===== config.mk =====
export PLATFORM = sky130hd
export DESIGN_NAME = mod_counter_prescaled_flat
export DESIGN_NICKNAME = d
export VERILOG_FILES = /design/src/rtl/mod_counter_prescaled_if.sv /design/src/rtl/mod_counter_prescaled.sv /design/src/flat_wrapper.sv
export SDC_FILE = /design/constraint.sdc
export NUM_CORES = 1
export LEC_CHECK = 0
export ABC_AREA = 1
export CORE_MARGIN = 2
export CORE_UTILIZATION = 45
export CTS_CLUSTER_SIZE = 10
export DETAILED_ROUTE_END_ITERATION = 8
export PLACE_DENSITY = 0.8
export REMOVE_ABC_BUFFERS = 1
export SETUP_SLACK_MARGIN = 0.3
export SYNTH_ARGS = -nofsm -noshare
export SYNTH_HDL_FRONTEND = slang
export SYNTH_SLANG_ARGS = --single-unit

===== constraint.sdc =====
create_clock -name clk -period 2.1 [get_ports clk]
set_input_delay 0.21 -clock clk [delete_from_list [all_inputs] [get_ports clk]]
set_output_delay 0.21 -clock clk [all_outputs]
set_load 0.01 [all_outputs]

===== src/rtl/mod_counter_prescaled_if.sv =====
// Control/status bundle for mod_counter_prescaled: board-side controls in,
// count value and status flags out.
interface mod_counter_prescaled_if #(
    parameter int WIDTH = 8
);
    logic             enable;
    logic             up;
    logic [1:0]       mode;
    logic             load;
    logic [WIDTH-1:0] load_value;
    logic [WIDTH-1:0] Q;
    logic             tc;
    logic             wrap;
    logic             done;

    modport master (
        output enable, up, mode, load, load_value,
        input  Q, tc, wrap, done
    );

    modport slave (
        input  enable, up, mode, load, load_value,
        output Q, tc, wrap, done
    );
endinterface


===== src/rtl/mod_counter_prescaled.sv =====
// Parametrised modulo up/down counter with clock-enable prescaler, parallel
// load and run-time selectable wrap / saturate / one-shot terminal behaviour.
module mod_counter_prescaled #(
    parameter int     WIDTH    = 8,
    parameter longint MODULUS  = 256,
    parameter int     PRESCALE = 1
) (
    input  logic                     clk,
    input  logic                     clear,
    mod_counter_prescaled_if.slave   bus
);
    localparam logic [WIDTH-1:0] MAX_Q   = WIDTH'(MODULUS - 1);
    localparam logic [15:0]      PS_LAST = 16'(PRESCALE - 1);

    typedef enum logic [1:0] {
        MODE_WRAP     = 2'b00,
        MODE_SAT      = 2'b01,
        MODE_ONESHOT  = 2'b10,
        MODE_WRAP_ALT = 2'b11
    } mode_t;

    logic [WIDTH-1:0] r_q;
    logic [15:0]      r_ps;
    logic             r_wrap;
    logic             r_done;

    logic [WIDTH-1:0] w_loadClamped;
    logic             w_atTerminal;
    logic             w_stepNow;
    mode_t            w_mode;

    assign w_mode        = mode_t'(bus.mode);
    assign w_loadClamped = (64'(bus.load_value) > 64'(MODULUS - 1)) ? MAX_Q : bus.load_value;
    // Terminal is compared before any arithmetic so MODULUS = 2^WIDTH never overflows.
    assign w_atTerminal  = bus.up ? (r_q == MAX_Q) : (r_q == '0);
    assign w_stepNow     = bus.enable && !r_done && (r_ps == PS_LAST);

    always_ff @(posedge clk) begin
        if (clear) begin
            r_q    <= '0;
            r_ps   <= '0;
            r_wrap <= 1'b0;
            r_done <= 1'b0;
        end else if (bus.load) begin
            r_q    <= w_loadClamped;
            r_ps   <= '0;
            r_wrap <= 1'b0;
            r_done <= 1'b0;
        end else begin
            r_wrap <= 1'b0;
            // A finished one-shot freezes both the prescaler and the count.
            if (bus.enable && !r_done) begin
                if (w_stepNow) begin
                    r_ps <= '0;
                    if (!w_atTerminal) begin
                        r_q <= bus.up ? r_q + 1'b1 : r_q - 1'b1;
                    end else begin
                        case (w_mode)
                            MODE_SAT: begin
                                r_q <= r_q;
                            end
                            MODE_ONESHOT: begin
                                r_done <= 1'b1;
                            end
                            default: begin
                                r_q    <= bus.up ? '0 : MAX_Q;
                                r_wrap <= 1'b1;
                            end
                        endcase
                    end
                end else begin
                    r_ps <= r_ps + 16'd1;
                end
            end
        end
    end

    assign bus.Q    = r_q;
    assign bus.tc   = w_atTerminal;
    assign bus.wrap = r_wrap;
    assign bus.done = r_done;
endmodule

===== src/flat_wrapper.sv =====
// flat-port wrapper written by rule: the top's interface ports become plain ports
module mod_counter_prescaled_flat 
#(
    parameter int     WIDTH    = 8,
    parameter longint MODULUS  = 256,
    parameter int     PRESCALE = 1
)
  (clk, clear, bus_enable, bus_up, bus_mode, bus_load, bus_load_value, bus_Q, bus_tc, bus_wrap, bus_done);
  mod_counter_prescaled_if #(.WIDTH(WIDTH)) bus_i ();
  input  logic clk;
  input  logic clear;
  input wire logic [$bits(bus_i.enable)-1:0] bus_enable;
  input wire logic [$bits(bus_i.up)-1:0] bus_up;
  input wire logic [$bits(bus_i.mode)-1:0] bus_mode;
  input wire logic [$bits(bus_i.load)-1:0] bus_load;
  input wire logic [$bits(bus_i.load_value)-1:0] bus_load_value;
  output wire logic [$bits(bus_i.Q)-1:0] bus_Q;
  output wire logic [$bits(bus_i.tc)-1:0] bus_tc;
  output wire logic [$bits(bus_i.wrap)-1:0] bus_wrap;
  output wire logic [$bits(bus_i.done)-1:0] bus_done;
  assign bus_i.enable = bus_enable;
  assign bus_i.up = bus_up;
  assign bus_i.mode = bus_mode;
  assign bus_i.load = bus_load;
  assign bus_i.load_value = bus_load_value;
  assign bus_Q = bus_i.Q;
  assign bus_tc = bus_i.tc;
  assign bus_wrap = bus_i.wrap;
  assign bus_done = bus_i.done;
  mod_counter_prescaled #(.WIDTH(WIDTH), .MODULUS(MODULUS), .PRESCALE(PRESCALE)) u_core (.clk(clk), .clear(clear), .bus(bus_i));
endmodule

After elaboration in Yosys (flattened, before gate mapping)
Index checks and enable logic that the tools add are counted.

word-level totals
  output and inout bits = 11
  bits of input ports = 15
  register bits = 26

operators by class
  reductions and logical operators = 12
  add/subtract/negate cells = 3
  equal/unequal tests = 4
  bitwise gates (word level) = 3
  multiplexer cells = 10

operator list
  operator                                                            count
  8-bit two-way mux                                                   7
  16-bit by 1-bit adder with 16-bit output, second input constant     1
  16-bit zero test                                                    1
  16-bit two-way mux                                                  1
  8-bit by 1-bit adder with 8-bit output, second input constant       1
  8-bit == test, second input constant                                1
  8-bit zero test                                                     1
  8-bit by 1-bit subtractor with 8-bit output, second input constant  1
  5-bit OR reduction                                                  1
  4-bit AND reduction                                                 1
  2-bit nonzero test                                                  2
  2-bit OR reduction                                                  2
  3-bit != test, second input constant                                1
  1-bit NOT                                                           3
  3-bit AND reduction                                                 1
  2-bit by 1-bit == test with 1-bit output, second input constant     1
  2-bit == test, second input constant                                1
  1-bit logical AND                                                   2
  1-bit two-way mux                                                   2
  1-bit zero test                                                     1

Depth between registers and ports, before layout
Gate-level depths: netlist of the first run.

  depth in word-level cells = 7
  depth in mapped cells = 12

Worst setup path after synthesis of the first run
Ideal clock, no wire load.

  path type = reg2reg
  start point = register u_core.r_q[0], in the netlist u_core.bus.Q[0]
  end point = register u_core.r_q[6], in the netlist u_core.bus.Q[6]
  arrival time = 1364 ps
  stages on the path, launching flop included = 10
  period minus slack after synthesis = 1477 ps
  slack = 623 ps
  buffers on the path = 0
  cells stage by stage = dfxtp_1 -> fa_1 -> nand3_1 -> nand2_1 -> nand3_1 -> nand3_1 -> nand2_1 -> nor2_1 -> nor2_1 -> nor2_1

on the way
  longest elaborated chain between the ends = 6

ends and longest elaborated chain
  item                                                                 RTL line                                                  text
  start: declaration                                                   mod_counter_prescaled.sv:22                               logic [WIDTH-1:0] r_q;
  start signal: assignment                                             mod_counter_prescaled.sv:45                               r_q <= w_loadClamped;
  start signal: assignment                                             mod_counter_prescaled.sv:56                               r_q <= bus.up ? r_q + 1'b1 : r_q - 1'b1;
  start signal: assignment                                             mod_counter_prescaled.sv:60                               r_q <= r_q;
  8-bit by 1-bit subtractor with 8-bit output (tied with other cells)  mod_counter_prescaled.sv:56
  8-bit two-way mux / 1-bit two-way mux (equally long branches)        mod_counter_prescaled.sv:56, mod_counter_prescaled.sv:35
  8-bit two-way mux                                                    mod_counter_prescaled.sv:55                               if (!w_atTerminal) begin
  8-bit two-way mux                                                    mod_counter_prescaled.sv:53                               if (w_stepNow) begin
  8-bit two-way mux                                                    mod_counter_prescaled.sv:52                               if (bus.enable && !r_done) begin
  8-bit two-way mux                                                    mod_counter_prescaled.sv:44                               end else if (bus.load) begin

Parallel ways exist; a longest one is shown, timed or not. The select of a mux whose other input is x is not followed.
A chain may end at the register's enable or synchronous reset.

Worst setup path after layout of the first run
  start point = register u_core.r_q[3], in the netlist u_core.bus.Q[3]
  end point = output bus_tc

on the way
  longest elaborated chain between the ends = 2

ends and longest elaborated chain
  item                                                     RTL line                     text
  8-bit == test / 8-bit zero test (equally long branches)  mod_counter_prescaled.sv:35  assign w_atTerminal = bus.up ? (r_q == MAX_Q) : (r_q == '0);
  1-bit two-way mux (*)                                    mod_counter_prescaled.sv:35
  end: declaration                                         flat_wrapper.sv:18           output wire logic [$bits(bus_i.tc)-1:0] bus_tc;

Every way passes the cells marked *; elsewhere a longest branch is shown, timed or not.

==> impl_metrics.tcl, run 1 <==
set metrics [dict create \
    cts_sinks 26 \
    portBuffers 25 \
    critPathCapture "bus_tc" \
    async_flop_share_pct 0 \
    synthAdderAreaFrac_pct 7.366 \
    synth_ff_type "dfxtp_1" \
    muxShareOfSynthArea_pct 0 \
    postSynthAreaPerCell_um2 6.500 \
    crit_fanout 5 \
    reg2reg_from "u_core.r_ps[0]" \
    holdPathStages 2 \
    gr-total-overflow 0 \
    die_w_um 67.26 \
    drive_above_1_share_pct 9.121 \
    pin_count 26 \
    drtIter0Drc 178 \
    synth_cell_type_count 31 \
    syn_inst 277 \
    dp_hpwl_um 3297 \
    cts_buffers 3 \
    yosys.area_share.xor_xnor_pct 2.919 \
    slowest_delay_ns 0.47 \
    grt.total_usage_pct 21.11 \
    synth-compound-area-share_pct 12.93 \
    rsz0062_at_grt "yes" \
    rows 22 \
    required_ns 1.89 \
    critPathSlowestCell "dfxtp_1" \
    cts_tree "built" \
    htree_levels 1 \
    p_per_area_mw_per_mm2 575.9 \
    drtAntennaViolNets 0 \
    routedWlPerCell_um 12.35 \
    synth_top_family_by_area "simple AND/OR/NAND/NOR gates" \
    startpoint_type "flop" \
    vias 1813 \
    placed_cells 351 \
    rrSetupSlack_ns 0.50 \
    finalPower_mw 1.281 \
    min_period_over_period_pct 81.46 \
    clockRootBuffer "clkbuf_8" \
    drt_wl_total_um 4386 \
    maxCapViolations 0 \
    start_util_pct 48.09 \
    finalHoldViolations 0 \
    ys_top_cells_by_area "dfxtp_1 29%, nor2_1 12%, nand2_1 11%, nand3_1 6.7%, inv_1 6.5%" \
    path_delay_family "flip-flops" \
    nNetsFinal 333 \
    grt_pass1_wl_um 7327 \
    max_freq_ghz 0.5846 \
    crit_arrival_ns 1.50 \
    worst_slack_ns 0.3893 \
    crit_start "u_core.bus.Q[3]" \
    yosys.area_share.simple_pct 40.17 \
    synth_most_common_cell "nor2_1" \
    antenna_found_initial 0 \
    hold_start "u_core.bus.done" \
    yosys.area.top_type "dfxtp_1" \
    cp-end-kind "output port" \
    synth_top_area_share_pct 28.91 \
    area_growth_syn_to_layout_pct 23.56 \
    crit_path_cell_trace "nand2_1 > nor2_1 > nand2_1 > o21ai_2 > clkdlybuf4s15_1" \
    core-area_mm2 0.003744 \
    ys_seq_area_share_pct 28.91 \
    clkTransAtPathRegs_ns 0.09 \
    period_minus_slack_ns 1.711 \
    holdCritPathClass "reg -> reg" \
    fillerInstances 371 \
    synth_seq_cells 26 \
    antenna_cells 0 \
    fp.dieH_um 67.26 \
    max-vdd-ir-drop_mv 0.2525 \
    synth_edf_count 0 \
    setup_viol 0 \
    worst_pin_slew_ns 0.3460 \
    r2r_end "u_core.r_ps[12]" \
    path_common_cell "nand2_1" \
    slew_violations 0 \
    cp.depth 5 \
    critical_path_class "reg -> out" \
    dpl_worst_slack_ns 0.02397 \
    cts_buffer_depth 2 \
    worst-path-buf-inv 1 \
    fin_tns_setup_ns 0 \
    final_cell_count_no_fill 355 \
    drt_first_pass_iters 4 \
    status "finished clean" \
    power_leakage_nw 0.9204 \
    route.detailed.drc 0 \
    yosysWarnings 0 \
    cts_hold_buffers 0 \
    synth_area_mm2 0.001800 \
    insertion_delay_ns 0.28 \
    synth_commonest_cells "59 x nor2_1, 52 x nand2_1, 31 x inv_1" \
    worst_clock_skew_ns 0.002751 \
    reg2reg_depth 9 \
    grt_pass1_vias 1648 \
    gpl.final_weighted_congestion 0.8682 \
    die-area_mm2 0.004523 \
    viasPerCell 5.107 \
    grt_max_degree 16 \
    slew-limit-headroom_pct 76.90 \
]
-- layer usage --
metal / GRT usage [%] / share of wire [%]
met3: 3.000 / 5.4
met4: 5.102 / 0.82
met2: 33.91 / 43
met5: 0 / 0
met1: 29.77 / 51
-- cell families after synthesis --
| kind of cell | after synthesis |
|---|---|
| and+or+nand+nor | 160 |
| AOI/OAI and AO/OA | 40 |
| xor gates and xnor gates | 6 |
| buffers and inverters | 35 |
| adders and majority gates | 10 |
| DFF | 26 |
-- layout by cell type, fill, tap and decap left out, types with 3 or more instances in the layout --
cell type | netlist | final
nor2_1 | 59 | 59
ha_1 | 9 | 7
inv_1 | 31 | 30
clkbuf_8 | 0 | 3
nand2_1 | 52 | 52
nor3_1 | 7 | 7
nor2_4 | 3 | 3
clkdlybuf4s50_1 | 0 | 23
nand2_2 | 4 | 4
nand3_1 | 24 | 24
o21ai_0 | 4 | 4
nand4_1 | 4 | 4
dfxtp_1 | 26 | 25
o21ai_2 | 3 | 3
a21oi_1 | 21 | 20
o21ai_1 | 4 | 4
buf_4 | 0 | 3
xor2_1 | 6 | 6
-- final cells by class --
cell class	count	area, um^2	area share, %
repair buffers	28	275.3	12.37
multi-input cells	216	1170	52.59
clock inverters	1	30.03	1.350
flip-flops and latches	26	521.8	23.45
inverters	33	126.4	5.681
well taps	48	60.06	2.700
clock buffers	3	41.29	1.856
-- where the power goes --
| group | total, mW | internal, mW | switching [mW] |
|---|---|---|---|
| logic | 0.311 | 0.144 | 0.168 |
| registers | 0.544 | 0.511 | 0.0331 |
| clock network | 0.425 | 0.255 | 0.170 |
-- worst register-to-register path, stage by stage, from the launching register on --
cell and delay, ns:
dfxtp_1 0.37, inv_1 0.08, ha_1 0.22, nand3_1 0.08, inv_1 0.04, nand3_1 0.12
nand2_1 0.18, inv_1 0.23, o21ai_1 0.10, a21oi_1 0.13
-- worst min path at each step --
stage / slack (ns) / to
detailed placement: 0.48 / u_core.r_ps[14]
floorplan: 0.28 / u_core.bus.Q[0]
global route: 0.52 / u_core.bus.done
CTS: 0.50 / u_core.r_ps[14]
global placement: 0.47 / u_core.r_ps[14]
finish: 0.50 / u_core.bus.done
-- state kept, by name (all words and copies together) (netlist names) --
name             count
u_core.bus.done      1
u_core.bus.Q         8
u_core.r_ps         16
u_core.bus.wrap      1
-- repair_timing --
| item | in CTS | in global routing |
|---|---|---|
| endpoints found under the hold margin | 0 | 0 |
| gates resized for setup | 3 | 6 |
| setup buffers | 0 | 0 |
| endpoints found under the setup margin | 1 | 2 |
| gates cloned | 0 | 0 |
-- through the flow --
step / cell area (um^2) / hold slack, ns / utilization [%]
global placement: 2118 / 0.4718 / 56.58
finish: 2225 / 0.4981 / 59.43
detailed placement: 2118 / 0.4779 / 56.58
global route: 2225 / 0.5176 / 59.43
CTS: 2190 / 0.5036 / 58.49
floorplan: 1785 / 0.2791 / -
No activity file was read; power rests on OpenSTA's default activity.
==> inputs of run 2 (changes only) <==
==> constraint.sdc (replaced) <==
create_clock -name clk -period 1.62 [get_ports clk]
set_input_delay 0.162 -clock clk [delete_from_list [all_inputs] [get_ports clk]]
set_output_delay 0.162 -clock clk [all_outputs]
set_load 0.01 [all_outputs]
==> impl_metrics.tcl, run 2 (synthesis gave the netlist of run 1 again) <==
set metrics [dict create \
    status "finished with violations" \
    violations "negative setup slack" \
    largest_register_ffs 16 \
    reg2reg_depth 10 \
    gpl.final_weighted_congestion 0.8899 \
    vias 2385 \
    dp_hpwl_um 3537 \
    clkTransAtPathRegs_ns 0.10 \
    area_growth_syn_to_layout_pct 63.79 \
    holdPathStages 2 \
    drive_above_1_share_pct 47.49 \
    dpl_worst_slack_ns -0.3674 \
    cp-end-kind "flop" \
    max-vdd-ir-drop_mv 0.3380 \
    p_per_area_mw_per_mm2 624.5 \
    grt_pass1_wl_um 9611 \
    antenna_cells 0 \
    htree_levels 1 \
    maxCapViolations 0 \
    grt_pass1_vias 2100 \
    routedWlPerCell_um 20.42 \
    start_util_pct 48.09 \
    drt_first_pass_iters 8 \
    critical_path_class "reg -> reg" \
    layout_common_cells "39 x nor2_1, 34 x nand2_1, 25 x buf_4" \
    power_leakage_nw 1.258 \
    worst_clock_skew_ns 0.003218 \
    portBuffers 25 \
    crit_fanout 5 \
    crit_arrival_ns 1.83 \
    pin_count 26 \
    slowest_delay_ns 0.40 \
    crit_path_cell_trace "ha_4 > nand2_2 > nand2_2 > nand2_2 > nand3_1 > nand2_1 > nand3_1 > nand2_1 > nand2_2 > a21oi_2" \
    worst_pin_slew_ns 0.3808 \
    final_common_cell "nor2_1" \
    period_minus_slack_ns 1.623 \
    min_period_over_period_pct 100.2 \
    path_common_cell "nand2_2" \
    cts_buffer_depth 2 \
    setup_viol 1 \
    drtAntennaViolNets 0 \
    route.detailed.drc 0 \
    drtIter0Drc 329 \
    antenna_found_initial 0 \
    worst_slack_ns -0.002926 \
    cts_tree "built" \
    core-area_mm2 0.003744 \
    max_freq_ghz 0.6162 \
    cts_hold_buffers 0 \
    rsz0062_at_grt "yes" \
    placed_cells 369 \
    required_ns 1.83 \
    viasPerCell 6.163 \
    critPathSlowestCell "dfxtp_4" \
    slew-limit-headroom_pct 74.52 \
    die_w_um 67.26 \
    slew_violations 0 \
    rows 22 \
    finalHoldViolations 0 \
    clockRootBuffer "clkbuf_8" \
    gr-total-overflow 0 \
    drt_wl_total_um 7902 \
    cts_sinks 26 \
    fp.dieH_um 67.26 \
    final_cell_count_no_fill 387 \
    startpoint_type "flop" \
    holdCritPathClass "reg -> reg" \
    grt_max_degree 15 \
    largest-register "u_core.r_ps" \
    cts_buffers 3 \
    grt.total_usage_pct 27.92 \
    insertion_delay_ns 0.28 \
    nNetsFinal 365 \
    die-area_mm2 0.004523 \
]
[run 2: power by group]
part | leakage [nW] | total (mW) | switching [mW] | internal, mW
Combinational | 1.01 | 0.681 | 0.379 | 0.301
Sequential | 0.221 | 0.717 | 0.0550 | 0.662
Clock | 0.0288 | 0.444 | 0.226 | 0.218
Total | 1.26 | 1.84 | 0.660 | 1.18
[run 2: per-stage QoR]
step                      setup TNS, ns  utilization (%)  hold slack, ns  power [mW]  area [um^2]
after CTS                             0            70.39          0.5117       1.664         2635
after detailed placement         -2.300            60.19          0.4833       1.157         2253
final                         -0.002926            78.78          0.5076       1.842         2949
after global placement           -1.916            60.19          0.4740       1.147         2253
after global routing                  0            78.78          0.5658       1.903         2949
after floorplan                       0                -          0.2311      0.9527         1785
[run 2: path summary, 6_finish.rpt]
path	start	end	slack, ns
worst min register to register	u_core.r_ps[9]	u_core.r_ps[9]	0.51
worst max register to register	u_core.bus.Q[2]	u_core.bus.Q[5]	-0.003
worst max-delay path	u_core.bus.Q[2]	u_core.bus.Q[5]	-0.003
worst min-delay path	u_core.r_ps[9]	u_core.r_ps[9]	0.51
[run 2: final cells by class]
cell class	count	area, um^2
repair buffers	60	539.3
well taps	48	60.06
inverters	33	145.1
clock buffers	4	55.05
fillers	204	794.5
flip-flops and latches	26	565.5
multi-input cells	216	1584
[run 2: repair_timing]
| item | CTS | global route |
|---|---|---|
| buffers inserted | 7 | 7 |
| setup endpoints to repair | 30 | 28 |
| gates resized for setup | 93 | 79 |
| pin swaps | 20 | 38 |
| hold endpoints to repair | 0 | 0 |
[run 2: metal layers]
metal  wire (um)  up-vias  track usage, %
met5           0        -               0
met4         481        0           12.76
met3         725       64           6.000
met2        3687      184           47.28
met1        3007     1106           33.71
li1            -     1031               -
[run 2: critical path: cells and delay by family, from the launching register on]
family	cells	cell delay, ns
and+or+nand+nor	8	0.80
DFF	1	0.40
AOI/OAI and AO/OA	1	0.12
adders and majority gates	1	0.23
